[src/rtl/id_ex_operand_stage_pkg.sv]
// Shared definitions for the ID->EX operand stage.
// Forwarding select codes, FSM states and default widths.
package id_ex_operand_stage_pkg;

    localparam int DATA_W_DEF = 16;
    localparam int ADDR_W_DEF = 3;
    localparam int CTRL_W_DEF = 8;
    localparam int CNT_W_DEF  = 16;

    localparam logic [1:0] LM_RF  = 2'b00;
    localparam logic [1:0] LM_EXE = 2'b01;
    localparam logic [1:0] LM_MEM = 2'b10;
    localparam logic [1:0] LM_WB  = 2'b11;

    typedef enum logic {
        RUN       = 1'b0,
        LU_BUBBLE = 1'b1
    } state_t;

    // An operand depends on the EX result only if it is actually read.
    function automatic logic exe_fwd(
        input logic       use_op,
        input logic [1:0] lm
    );
        return use_op & (lm == LM_EXE);
    endfunction

endpackage

[src/rtl/id_ex_operand_stage_operand_fwd_mux.sv]
// Four-way operand forwarding mux.
// Select codes follow the comparator encoding in the package.
module operand_fwd_mux
    import id_ex_operand_stage_pkg::*;
#(
    parameter int DATA_W = DATA_W_DEF
)(
    input  logic [1:0]        sel,
    input  logic [DATA_W-1:0] rf_data,
    input  logic [DATA_W-1:0] exe_data,
    input  logic [DATA_W-1:0] mem_data,
    input  logic [DATA_W-1:0] wb_data,
    output logic [DATA_W-1:0] data
);

    always_comb begin
        data = rf_data;
        unique case (sel)
            LM_RF:   data = rf_data;
            LM_EXE:  data = exe_data;
            LM_MEM:  data = mem_data;
            LM_WB:   data = wb_data;
            default: data = rf_data;
        endcase
    end

endmodule

[src/rtl/id_ex_operand_stage.sv]
// ID->EX pipeline register with operand forwarding,
// load-use bubble insertion and a saturating bubble counter.
module id_ex_operand_stage
    import id_ex_operand_stage_pkg::*;
#(
    parameter int DATA_W = DATA_W_DEF,
    parameter int ADDR_W = ADDR_W_DEF,
    parameter int CTRL_W = CTRL_W_DEF,
    parameter int CNT_W  = CNT_W_DEF
)(
    input  logic              clk,
    input  logic              reset,
    input  logic              id_valid,
    input  logic              id_useA,
    input  logic              id_useB,
    input  logic [ADDR_W-1:0] id_dest,
    input  logic [CTRL_W-1:0] id_ctrl,
    input  logic [DATA_W-1:0] rf_dataA,
    input  logic [DATA_W-1:0] rf_dataB,
    input  logic [1:0]        lmA,
    input  logic [1:0]        lmB,
    input  logic [DATA_W-1:0] exe_result,
    input  logic [DATA_W-1:0] mem_result,
    input  logic [DATA_W-1:0] wb_result,
    input  logic              exe_is_load,
    input  logic              flush,
    input  logic              ex_stall,
    output logic              ex_valid,
    output logic [DATA_W-1:0] ex_opA,
    output logic [DATA_W-1:0] ex_opB,
    output logic [ADDR_W-1:0] ex_dest,
    output logic [CTRL_W-1:0] ex_ctrl,
    output logic              stall_id,
    output logic [CNT_W-1:0]  stall_count
);

    typedef struct packed {
        logic              valid;
        logic [DATA_W-1:0] op_a;
        logic [DATA_W-1:0] op_b;
        logic [ADDR_W-1:0] dest;
        logic [CTRL_W-1:0] ctrl;
    } id_ex_t;

    localparam logic [CNT_W-1:0] CNT_MAX = '1;
    localparam logic [CNT_W-1:0] CNT_ONE = CNT_W'(1);

    state_t            state;
    state_t            state_next;
    id_ex_t            ex_q;
    id_ex_t            ex_d;
    logic [DATA_W-1:0] fwd_a;
    logic [DATA_W-1:0] fwd_b;
    logic              hz;
    logic              do_hold;
    logic              do_flush;
    logic              do_bubble;
    logic              do_capture;

    operand_fwd_mux #(.DATA_W(DATA_W)) u_mux_a (
        .sel      (lmA),
        .rf_data  (rf_dataA),
        .exe_data (exe_result),
        .mem_data (mem_result),
        .wb_data  (wb_result),
        .data     (fwd_a)
    );

    operand_fwd_mux #(.DATA_W(DATA_W)) u_mux_b (
        .sel      (lmB),
        .rf_data  (rf_dataB),
        .exe_data (exe_result),
        .mem_data (mem_result),
        .wb_data  (wb_result),
        .data     (fwd_b)
    );

    // In LU_BUBBLE the load has moved to MEM, so no second bubble.
    assign hz = id_valid
              & exe_is_load
              & (state == RUN)
              & (exe_fwd(id_useA, lmA) | exe_fwd(id_useB, lmB));

    assign do_hold    = ex_stall;
    assign do_flush   = ~ex_stall & flush;
    assign do_bubble  = ~ex_stall & ~flush & hz;
    assign do_capture = ~(ex_stall | flush | hz);

    assign stall_id = do_hold | do_bubble;

    always_comb begin
        state_next = state;
        ex_d       = ex_q;
        unique case (1'b1)
            do_hold: begin
                state_next = state;
            end
            do_flush: begin
                ex_d.valid = 1'b0;
                state_next = RUN;
            end
            do_bubble: begin
                ex_d.valid = 1'b0;
                state_next = LU_BUBBLE;
            end
            do_capture: begin
                ex_d.valid = id_valid;
                ex_d.op_a  = fwd_a;
                ex_d.op_b  = fwd_b;
                ex_d.dest  = id_dest;
                ex_d.ctrl  = id_ctrl;
                state_next = RUN;
            end
            default: begin
                state_next = state;
            end
        endcase
    end

    always_ff @(posedge clk) begin
        if (reset) begin
            state <= RUN;
            ex_q  <= '0;
        end else begin
            state <= state_next;
            ex_q  <= ex_d;
        end
    end

    always_ff @(posedge clk) begin
        if (reset) begin
            stall_count <= '0;
        end else if (do_bubble && stall_count != CNT_MAX) begin
            stall_count <= stall_count + CNT_ONE;
        end
    end

    assign ex_valid = ex_q.valid;
    assign ex_opA   = ex_q.op_a;
    assign ex_opB   = ex_q.op_b;
    assign ex_dest  = ex_q.dest;
    assign ex_ctrl  = ex_q.ctrl;

endmodule

[config.mk]
export PLATFORM = sky130hd
export DESIGN_NAME = id_ex_operand_stage
export DESIGN_NICKNAME = d
export VERILOG_FILES = /design/src/rtl/id_ex_operand_stage_pkg.sv /design/src/rtl/id_ex_operand_stage_operand_fwd_mux.sv /design/src/rtl/id_ex_operand_stage.sv
export SDC_FILE = /design/constraint.sdc
export NUM_CORES = 1
export LEC_CHECK = 0
export BUFFER_PORTS_ARGS = -buffer_cell sky130_fd_sc_hd__buf_2
export CORE_MARGIN = 2
export CORE_UTILIZATION = 50
export DETAILED_ROUTE_END_ITERATION = 10
export GPL_ROUTABILITY_DRIVEN = 0
export PLACE_DENSITY_LB_ADDON = 0.05
export SYNTH_ARGS = -nofsm -noshare
export SYNTH_HDL_FRONTEND = slang
export SYNTH_SLANG_ARGS = --single-unit
export TNS_END_PERCENT = 1
[constraint.sdc]
create_clock -name clk -period 5.4 [get_ports clk]
set_input_delay 0.27 -clock clk [delete_from_list [all_inputs] [get_ports clk]]
set_output_delay 0.27 -clock clk [all_outputs]
set_load 0.01 [all_outputs]
Word level (Yosys, flattened, before mapping)
Index checks and enable logic that the tools add are counted.
{ "totals": {"word_cells": 42, "reg_bits": 61, "input_bits": 103} }
{ "op_classes": {"eq_ne": 7, "bitwise": 16, "reduce_logical": 7, "n_addsub": 1, "n_mux": 4} }
{ "op_table": {"columns": ["op", "count"], "rows": [
  ["$pmux W16 S4", 2],
  ["$add A16 B1 Y16 const B", 1],
  ["$ne A16 B16 Y1 const B", 1],
  ["$and A1 B1 Y1", 8],
  ["$eq A2 B2 Y1 const B", 4],
  ["$eq A2 B1 Y1 const B", 2],
  ["$logic_not A2 Y1", 2],
  ["$not A1 Y1", 4],
  ["$or A1 B1 Y1", 4],
  ["$pmux W1 S2", 2],
  ["$reduce_bool A2 Y1", 2],
  ["$reduce_or A2 Y1", 2],
  ["$logic_and A1 B1 Y1", 1]
]} }

Depth between registers and ports, before layout
Gate-level depths: netlist (run 1).
{ "depth": {"depth_word": 8, "mapped_depth": 7, "depth_no_buf": 5} }

Cells and area by module
From an unflattened synthesis (run 1), not the netlist that was laid out.
{ "unflattened": {"hier_cells": 353, "area_unflattened_um2": 3418.3} }
{ "by_module_without_submodules": {"columns": ["mod", "seq_area_each_um2", "area_each_um2", "n_inst", "cells_per_inst"], "rows": [
  ["id_ex_operand_stage", 1221.2, 2570.0, 1, 313],
  ["operand_fwd_mux", 0.0, 424.2, 2, 20]
]} }

Least setup slack after synthesis (run 1)
No wires, ideal clock.
{ "synth_path": {"path_type": "input to register", "from": "input lmB[0]", "to": "register stall_count[10]", "n_path_buf": 2, "arrival_ps": 1889, "cell_stages": 6, "slack_ps": 3388, "path_cell_list": "buf_2 -> nand3b_1 -> a2111o_1 -> buf_6 -> nor4_1 -> mux2_1"} }
{ "synth_between": {"elab_chain_len": 6} }
{ "synth_lines": {"columns": ["element", "line_no", "rtl"], "rows": [
  ["start: declaration", "id_ex_operand_stage.sv:21", "input logic [1:0] lmB,"],
  ["$eq A2 B1 Y1", "id_ex_operand_stage_pkg.sv:25", "return use_op & (lm == LM_EXE);"],
  ["$and A1 B1 Y1", "id_ex_operand_stage_pkg.sv:25", null],
  ["$or A1 B1 Y1", "id_ex_operand_stage.sv:82", "& (exe_fwd(id_useA, lmA) | exe_fwd(id_useB, lmB));"],
  ["$and A1 B1 Y1", "id_ex_operand_stage.sv:82", null],
  ["$and A1 B1 Y1", "id_ex_operand_stage.sv:86", "assign do_bubble = ~ex_stall & ~flush & hz;"],
  ["$logic_and A1 B1 Y1", "id_ex_operand_stage.sv:133", "end else if (do_bubble && stall_count != CNT_MAX) begin"],
  ["end signal: assignment", "id_ex_operand_stage.sv:134", "stall_count <= stall_count + CNT_ONE;"],
  ["end: declaration", "id_ex_operand_stage.sv:34", "output logic [CNT_W-1:0] stall_count"]
]} }
No other way between the ends.
A chain may end at the register's enable or synchronous reset.

Worst setup path in the final report (run 1)
{ "layout_path": {"from": "input lmB[0]", "to": "output stall_id"} }
{ "layout_between": {"elab_chain_len": 6} }
{ "layout_lines": {"columns": ["element", "line_no", "rtl"], "rows": [
  ["$eq A2 B1 Y1", "id_ex_operand_stage_pkg.sv:25", null],
  ["$and A1 B1 Y1", "id_ex_operand_stage_pkg.sv:25", null],
  ["$or A1 B1 Y1", "id_ex_operand_stage.sv:82", null],
  ["$and A1 B1 Y1", "id_ex_operand_stage.sv:82", null],
  ["$and A1 B1 Y1", "id_ex_operand_stage.sv:86", null],
  ["$or A1 B1 Y1", "id_ex_operand_stage.sv:89", "assign stall_id = do_hold | do_bubble;"],
  ["end: declaration", "id_ex_operand_stage.sv:33", "output logic stall_id,"]
]} }
No other way between the ends.

==> impl_metrics.py, run 1 <==
metrics = {
    "final_layout": {
        "layout-drive-gt1-share_pct": 43.6,
        "synthToLayoutAreaGrowth_pct": 29.7,
        "num_antenna_cells": 0,
        "fin_area_um2": 4360,
        "finalNetCount": 599,
        "fillers": 561,
        "regArea_um2": 1220,
        "multi_input_area_um2": 2000,
    },
    "synth": {
        "synth_area_um2": 3360,
        "syn-num-nets": 459,
        "synth_top_family_by_area": "multiplexers",
        "synthMostInstantiatedCell": "dfxtp_1",
        "synth_xor_area_share_pct": 0,
        "synth_cell_types": 35,
        "synthAdderAreaFrac_pct": 0.372,
        "synth_top_area_share_pct": 36.4,
        "synth_cells": 355,
        "ys_warn_count": 0,
        "synthTopCellsByCount": "dfxtp_1, a21oi_1, nand3_1, mux4_2, o21ai_0",
        "synth.area.top_cells": "dfxtp_1, mux4_2, a21oi_1",
        "yosysTopAreaCell": "dfxtp_1",
        "avgSynthCellArea_um2": 9.46,
        "synthArstFlopShare_pct": 0,
        "synth-compound-area-share_pct": 17.2,
        "yosysSeqAreaShare_pct": 36.4,
        "synth-edff-count": 0,
        "synthMuxAreaShare_pct": 23.8,
        "synthFlopType": "dfxtp_1",
        "yosys.area_share.simple_pct": 17.4,
        "synth-seq-cells": 61,
    },
    "sta": {
        "clock_skew_ns": 0.0117,
        "slew_viol_final": 0,
        "worst_pin_slew_ns": 1.24,
        "setup_viol": 0,
        "fin_crit_sh_pct": 44.2,
        "max-slew-margin-rel_pct": 17.2,
        "timing.final.hold_violations": 0,
        "max_freq_mhz": 419,
        "rsz0062_at_grt": "false",
        "period_minus_slack_ns": 2.39,
        "timing.setup.tns_ns": 0,
        "holdWs_ns": 0.174,
    },
    "clock_network": {
        "cts_tree": "yes",
        "cts_resized": 0,
        "insertion_delay_ns": 0.34,
        "clkSinkCount": 61,
        "ctsHoldBuffers": 0,
        "cts_buffers": 9,
        "clock-root-buffer": "clkbuf_8",
        "htree_levels": 3,
        "postCtsSetupBuffers": 0,
        "clk_pin_slew_worst_paths_ns": 0.07,
        "cts_buffer_depth": 2,
    },
    "routing": {
        "vias": 3494,
        "drtAntennaViolNets": 0,
        "dr.pass1.iters": 5,
        "vias_per_cell": 6.06,
        "drcViolationCount": 0,
        "dr.first_iter.drc_count": 238,
        "wire_per_inst_um": 17.5,
        "finalWirelength_mm": 10.1,
    },
    "setup_path": {
        "crit_chain": "buf_2, nand3b_1, a2111o_1, nand2b_1, buf_2",
        "start_kind": "primary input",
        "cp_max_fo": 27,
        "slowest_stage": "a2111o_1",
        "required_ns": 5.13,
        "slowest_delay_ns": 0.79,
        "cpMostUsedCell": "buf_2",
        "worst-r2r-cell-count": 5,
        "worstSetupEndpointType": "output pin",
        "crit_type": "in -> out",
        "critPathArrivalTime_ns": 2.12,
    },
    "hold_path": {
        "worstHoldPathCells": 3,
        "hp-class": "in -> reg",
    },
    "floorplan": {
        "dieArea_um2": 7390,
        "initial_utilization_pct": 52.3,
        "die_h_um": 86.0,
        "coreArea_um2": 6420,
        "rows": 29,
        "fp.dieW_um": 86.0,
        "pin_count": 164,
    },
    "run": {
        "max_cap_viol_count": 0,
    },
    "power": {
        "p_sw_share_pct": 27.3,
        "pwr-share-seq_pct": 44.7,
        "combPwrFrac_pct": 17.2,
        "p_sw_uw": 291,
        "power_frac_clock_pct": 38.1,
        "pwr_density_cell_nw_per_um2": 244,
        "p_int_uw": 773,
        "p_leak_nw": 1.83,
        "ir_drop_uv": 127,
    },
    "placement": {
        "numPortBuffers": 163,
        "dpl-instance-area_um2": 4160,
        "hpwlAfterDp_mm": 7.19,
    },
    "global_routing": {
        "grt_max_degree": 69,
        "grt_pass1_wl_mm": 15.8,
        "grt_pass1_vias": 3266,
        "grt_use_total_pct": 27.4,
        "antenna_found_initial": 1,
        "grt.overflow.total": 0,
    },
    "status": {
        "outcome": "finished, final reports clean",
    },
}
-- critical path: cells and delay by family --
kind	cells	cell delay, ns
AND/OR/NAND/NOR	2	0.44
AO/OA/AOI/OAI	1	0.79
buffers and inverters	2	0.61
-- worst paths after layout --
kind | start | to | slack (ns)
max reg2reg | stall_count[0] | stall_count[7] | 3.13
min reg2reg | ex_ctrl[6] | ex_ctrl[6] | 0.47
min | id_dest[0] | ex_dest[0] | 0.17
max | lmB[0] | stall_id | 3.01
-- metrics by stage --
step	utilization, %	power [mW]	std cells	setup slack, ns
3_3_place_gp	64.8	0.666	561	2.77
5_1_grt	67.9	1.11	577	2.79
3_5_place_dp	64.8	0.669	561	2.66
4_1_cts	67.9	1.07	577	2.98
6_report	67.9	1.06	577	3.01
2_1_floorplan	-	0.590	355	3.39
-- flip-flops by register name, summed over array words and instances (netlist names) --
signal	count
ex_opA	16
ex_ctrl	8
state	1
ex_dest	3
ex_valid	1
stall_count	16
ex_opB	16
-- cell usage in the layout (no fill, tap or decap), drive strengths merged --
master    netlist  layout
a2111o          1       1
a211o           1       1
a211oi          1       1
a21oi          53      53
a32oi           1       1
and2            2       2
and3            2       2
and4            1       1
buf            12     166
bufinv          0       1
clkbuf         25       9
clkinv          0       4
clkinvlp        0       1
dfxtp          61      61
ha              1       1
inv             2       3
mux2            7       7
mux4           32      32
nand2          10      10
nand2b          1       1
nand3          46      46
nand3b          2       2
nand4           6       6
nor2           10      10
nor2b           7       7
nor3            1       1
nor4            7       7
nor4b           1       1
o21ai          45      45
o31ai           7       7
or2             1       1
or3             1       1
or3b            1       1
or4             7       7
-- routing by layer --
metal  routed length [um]  global-route usage, %  vias to the layer above
met5                    0                      0                        -
met4                  172                   8.95                        0
met3                  907                   8.76                       18
met2                 4940                   44.6                      168
met1                 4060                   34.7                     1660
li1                     -                      -                     1648
-- area by class of cell --
class,instances,area share (%)
clock inverters,7,1.69
repair buffers,166,19.2
clock buffers,9,2.84
multi-input cells,255,45.8
flip-flops and latches,61,28.0
well taps,77,2.21
inverters,2,0.172
-- power by group through the flow --
stage	Sequential (mW)	Clock (mW)	Combinational (mW)
final	0.475	0.405	0.183
after global routing	0.477	0.433	0.200
after CTS	0.475	0.413	0.183
after detailed placement	0.486	0	0.183
after global placement	0.485	0	0.181
after floorplan	0.493	0	0.0962
-- cells by family (layout without fill, tap and decap cells) --
kind of cell,after synthesis,in the layout
flops,61,61
mux,39,39
buf+inv,39,184
fa+ha+maj,1,1
simple gates,106,106
compound gates,109,109
No activity file was read; power rests on OpenSTA's default activity.
==> inputs of run 2 (changes only) <==
ABC_AREA = 1   (was default)
CORE_UTILIZATION = 46   (was 50)
clock period = 2.3 ns   (was 5.4 ns; I/O delays follow)
==> run 2 against run 1 <==
Wire length grew 2.6%. Sequential cell count is the same. Register-to-register slack lost 2.5 ns. Combinational power grew 140%. Synthesized cell count grew 44%. Via count grew 14%. Utilization shrank 4.3 points. Non-clock buffer count grew 6. Worst setup slack lost 2.4 ns. Power grew 140%.
==> impl_metrics.py, run 2 <==
metrics = {
    "placement": {
        "dp.cells": 756,
        "place_ws_ns": 0.553,
        "numPortBuffers": 163,
        "hpwlAfterDp_mm": 7.72,
    },
    "sta": {
        "setup_viol": 0,
        "rsz0062_at_grt": "false",
        "timing.final.hold_violations": 0,
        "max_freq_mhz": 589,
        "slew_viol_final": 0,
        "period_minus_slack_ns": 1.70,
        "max-slew-margin-rel_pct": 61.2,
        "worst_slack_ns": 0.601,
        "worst_pin_slew_ns": 0.580,
        "clock_skew_ns": 0.0101,
        "timing.setup.tns_ns": 0,
        "fin_crit_sh_pct": 73.9,
    },
    "run": {
        "max_cap_viol_count": 0,
    },
    "final_layout": {
        "layout_commonest_cell": "buf_2",
        "fillers": 686,
        "multi_input_area_um2": 1800,
        "layout-drive-gt1-share_pct": 28.6,
        "fin_util_pct": 63.6,
        "finalNetCount": 775,
        "mostFrequentLayoutCells": "buf_2, nand2_1, a21oi_1, nor2_1, dfxtp_1",
        "regArea_um2": 1220,
        "num_antenna_cells": 0,
        "synthToLayoutAreaGrowth_pct": 33.4,
        "final_cells": 771,
    },
    "floorplan": {
        "dieArea_um2": 7720,
        "coreArea_um2": 6790,
        "pin_count": 164,
        "initial_utilization_pct": 47.6,
        "rows": 30,
        "fp.dieW_um": 87.9,
        "die_h_um": 87.9,
    },
    "global_routing": {
        "grt_pass1_vias": 3608,
        "grt.overflow.total": 0,
        "grt_pass1_wl_mm": 16.6,
        "grt_max_degree": 50,
        "antenna_found_initial": 0,
        "grt_use_total_pct": 27.4,
    },
    "setup_path": {
        "slowest_delay_ns": 0.32,
        "worstSetupEndpointType": "register",
        "slowest_stage": "dfxtp_1",
        "crit_chain": "nor2_1, nand2_1, nand2_2, inv_2, buf_12, o21ai_0, a21oi_1",
        "crit_type": "reg -> reg",
        "start_kind": "register",
        "critPathArrivalTime_ns": 1.92,
        "cp_max_fo": 49,
        "required_ns": 2.52,
    },
    "clock_network": {
        "postCtsSetupBuffers": 0,
        "clkSinkCount": 61,
        "cts_tree": "yes",
        "cts_resized": 0,
        "clock-root-buffer": "clkbuf_8",
        "clk_pin_slew_worst_paths_ns": 0.07,
        "insertion_delay_ns": 0.34,
        "ctsHoldBuffers": 0,
        "cts_buffer_depth": 2,
        "cts_buffers": 9,
        "htree_levels": 3,
    },
    "synth": {
        "yosysTopAreaCell": "dfxtp_1",
        "synthArstFlopShare_pct": 0,
        "synthMostInstantiatedCell": "nand2_1",
        "syn-num-nets": 616,
        "synth-seq-cells": 61,
        "synth_cell_types": 24,
        "avgSynthCellArea_um2": 6.32,
        "synthTopCellsByCount": "nand2_1, a21oi_1, nor2_1, dfxtp_1",
        "synth-edff-count": 0,
        "yosysSeqAreaShare_pct": 37.7,
        "synth.area.top_cells": "dfxtp_1, nand2_1, a21oi_1",
        "synth_area_um2": 3240,
        "synth_top_area_share_pct": 37.7,
        "synth_cells": 512,
        "ys_warn_count": 0,
        "synthFlopType": "dfxtp_1",
    },
    "status": {
        "outcome": "finished, final reports clean",
    },
    "routing": {
        "finalWirelength_mm": 10.4,
        "drtAntennaViolNets": 0,
        "dr.first_iter.drc_count": 239,
        "wire_per_inst_um": 13.4,
        "vias": 3966,
        "vias_per_cell": 5.14,
        "dr.pass1.iters": 5,
        "drcViolationCount": 0,
    },
    "power": {
        "finalPower_mw": 2.54,
        "pwr-share-seq_pct": 44.8,
        "p_int_mw": 1.82,
        "p_leak_nw": 2.14,
        "pwr_density_cell_nw_per_um2": 588,
        "ir_drop_uv": 356,
        "power_frac_clock_pct": 37.8,
        "p_sw_share_pct": 28.1,
        "combPwrFrac_pct": 17.5,
        "p_sw_uw": 714,
    },
    "hold_path": {
        "hp-class": "in -> reg",
    },
}
-- run 2: stage by stage --
stage	hold WS, ns	instance area (um^2)
floorplan	0.184	3240
global placement	0.363	4130
detailed placement	0.372	4130
CTS	0.0160	4320
global route	0.0299	4320
finish	0.0254	4320
-- run 2: final timing paths --
kind / from / slack (ns) / depth (start not counted) / to
setup / recovery: state / 0.60 / 7 / ex_opB[7]
hold / removal: id_ctrl[3] / 0.03 / 3 / ex_ctrl[3]
setup reg to reg: state / 0.60 / 7 / ex_opB[7]
hold reg to reg: ex_valid / 0.47 / 2 / ex_valid
-- run 2: cell type report --
type | count | share of cell area, %
Tap cell | 96 | 2.78
Sequential cell | 61 | 28.3
Inverter | 25 | 2.17
Clock buffer | 12 | 3.36
Clock inverter | 3 | 1.07
Timing Repair Buffer | 172 | 20.7
Multi-Input combinational cell | 402 | 41.6
-- run 2: power by group through the flow --
stage / Clock (mW) / Combinational [mW] / Sequential, mW
floorplan: 0 / 0.202 / 1.18
global placement: 0 / 0.436 / 1.16
detailed placement: 0 / 0.443 / 1.16
CTS: 0.970 / 0.444 / 1.14
global route: 1.02 / 0.500 / 1.14
finish: 0.959 / 0.444 / 1.14
-- run 2: layer usage --
layer / up-vias / GRT usage (%) / routed length [um]
li1: 1998 / - / -
met3: 12 / 7.63 / 990
met2: 167 / 42.2 / 4600
met4: 0 / 8.95 / 153
met5: - / 0 / 0
met1: 1789 / 37.1 / 4610
-- run 2: cell families after synthesis --
group	synth area share, %
adders and majority gates	0.386
AOI/OAI and AO/OA	19.2
buffers and inverters	6.76
DFF	37.7
and+or+nand+nor	34.2
xor gates and xnor gates	1.62
-- run 2: worst max-delay path, delay by kind of cell (launching register included) --
kind | cells | cell delay (ns)
DFF | 1 | 0.32
buffers and inverters | 2 | 0.47
AOI/OAI and AO/OA | 2 | 0.26
and+or+nand+nor | 3 | 0.52
==> inputs of run 3 (changes only) <==
ABC_AREA = 0   (was 1)
clock period = 1.75 ns   (was 2.3 ns; I/O delays follow)
==> run 3 against run 2 <==
Design area is 11% higher. Sequential power rose by 29%. Global-route usage shrank 1.4 points. Power increased by 37%. Sequential share of layout area down 2.7 points. Cell count shrank 18%. Sequential cell count unchanged. Via count shrank 9.5%. Non-clock buffer count up 30. Critical path type unchanged. Highest routed layer unchanged.
==> impl_metrics.py, run 3 (synthesized netlist as in run 1, its figures left out) <==
metrics = {
    "status": {
        "outcome": "finished, final reports clean",
    },
    "floorplan": {
        "coreArea_um2": 7180,
        "fp.dieW_um": 89.5,
        "die_h_um": 89.5,
        "pin_count": 164,
        "dieArea_um2": 8000,
        "initial_utilization_pct": 46.8,
        "rows": 31,
    },
    "global_routing": {
        "grt_pass1_vias": 3383,
        "grt_use_total_pct": 26.0,
        "grt_pass1_wl_mm": 15.9,
        "antenna_found_initial": 0,
        "grt.overflow.total": 0,
        "grt_max_degree": 44,
    },
    "final_layout": {
        "layout_commonest_cell": "buf_2",
        "mostFrequentLayoutCells": "buf_2, dfxtp_1, a21oi_1, nand3_1, mux4_2",
        "regArea_um2": 1220,
        "fillers": 591,
        "num_antenna_cells": 0,
        "fin_area_um2": 4790,
        "finalNetCount": 635,
        "synthToLayoutAreaGrowth_pct": 42.5,
        "layout-drive-gt1-share_pct": 47.9,
        "fin_util_pct": 66.7,
        "multi_input_area_um2": 2050,
    },
    "sta": {
        "clock_skew_ns": 0.0103,
        "period_minus_slack_ns": 1.65,
        "rsz0062_at_grt": "false",
        "slew_viol_final": 0,
        "timing.setup.tns_ns": 0,
        "fin_crit_sh_pct": 94.0,
        "max_freq_mhz": 608,
        "timing.final.hold_violations": 0,
        "holdWs_ns": 0.00761,
        "worst_pin_slew_ns": 0.543,
        "setup_viol": 0,
        "max-slew-margin-rel_pct": 63.8,
    },
    "routing": {
        "finalWirelength_mm": 10.3,
        "drtAntennaViolNets": 0,
        "dr.pass1.iters": 4,
        "drcViolationCount": 0,
        "wire_per_inst_um": 16.1,
        "vias": 3591,
        "vias_per_cell": 5.66,
        "dr.first_iter.drc_count": 173,
    },
    "power": {
        "finalPower_mw": 3.48,
        "pwr_density_cell_nw_per_um2": 726,
        "p_leak_nw": 2.03,
        "ir_drop_uv": 368,
    },
    "run": {
        "max_cap_viol_count": 0,
    },
    "clock_network": {
        "insertion_delay_ns": 0.34,
        "htree_levels": 3,
        "cts_tree": "yes",
        "clock-root-buffer": "clkbuf_8",
        "cts_buffers": 9,
        "clk_pin_slew_worst_paths_ns": 0.08,
        "postCtsSetupBuffers": 0,
        "clkSinkCount": 61,
        "cts_buffer_depth": 2,
    },
    "setup_path": {
        "required_ns": 1.98,
        "r2r-start": "stall_count[0]",
        "slowest_stage": "dfxtp_1",
        "startpoint": "stall_count[0]",
        "crit_type": "reg -> reg",
        "critPathArrivalTime_ns": 1.88,
        "start_kind": "register",
        "cp_max_fo": 2,
        "worstSetupEndpointType": "register",
        "crit_chain": "ha_2, nand4_1, buf_4, nor4b_4, nor4_2, mux2_1",
        "slowest_delay_ns": 0.35,
    },
    "hold_path": {
        "hp-start": "id_ctrl[0]",
        "hp-class": "in -> reg",
    },
    "placement": {
        "dpl-instance-area_um2": 4460,
        "hpwlAfterDp_mm": 7.78,
        "numPortBuffers": 163,
    },
}
## run 3: cell count changes in the layout (fill, tap and decap cells not counted), moves of 20 or more
cell | before | now
nor2_1 | 62 | 9
inv_1 | 23 | 2
nand2_1 | 157 | 10
buf_4 | 8 | 28
mux4_2 | 0 | 32
a21oi_1 | 80 | 53
## run 3: routing by layer
metal	vias up	routed length, um	track usage [%]
met5	-	0	0
li1	1719	-	-
met3	13	809	6.56
met2	149	5080	43.6
met1	1710	4220	32.7
met4	0	138	8.82
## run 3: power by group
part | total [mW] | internal (mW) | leakage (nW) | switching (mW)
sequential | 1.47 | 1.44 | 0.497 | 0.0255
clock | 1.41 | 0.808 | 0.110 | 0.598
combinational | 0.604 | 0.317 | 1.43 | 0.286
total | 3.48 | 2.57 | 2.03 | 0.910
## run 3: path summary, 6_finish.rpt
check	endpoint	slack [ns]	cells after the start
min	ex_ctrl[0]	0.008	3
max reg2reg	stall_count[7]	0.10	6
max	stall_count[7]	0.10	6
min reg2reg	ex_ctrl[5]	0.47	2
## run 3: final cells by class
class / instances / share of cell area, %
tap: 99 / 2.59
clock inverter: 7 / 2.07
multi-input combinational: 255 / 42.8
sequential: 61 / 25.6
inverter: 2 / 0.157
clock buffer: 9 / 2.59
timing repair buffer: 202 / 24.2
## run 3: what timing repair did
item | in CTS | in global routing
gates resized for setup | 1 | 6
endpoints found under the hold margin | 8 | 0
pin swaps | 0 | 0
setup endpoints to repair | 1 | 10
hold buffers | 8 | 0
## run 3: through the flow
| step | worst slack, ns | cells |
|---|---|---|
| CTS | 0.0255 | 635 |
| finish | 0.104 | 635 |
| global placement | -0.0877 | 611 |
| global route | 0.00816 | 635 |
| floorplan | -0.0371 | 355 |
| detailed placement | -0.115 | 611 |
## run 3: worst max-delay path: cells and delay by family, from the launching register on
family	cells	cell delay, ns
adder cells (fa/ha/maj)	1	0.19
buffers and inverters	1	0.18
flip-flops	1	0.35
multiplexers	1	0.32
AND/OR/NAND/NOR	3	0.52
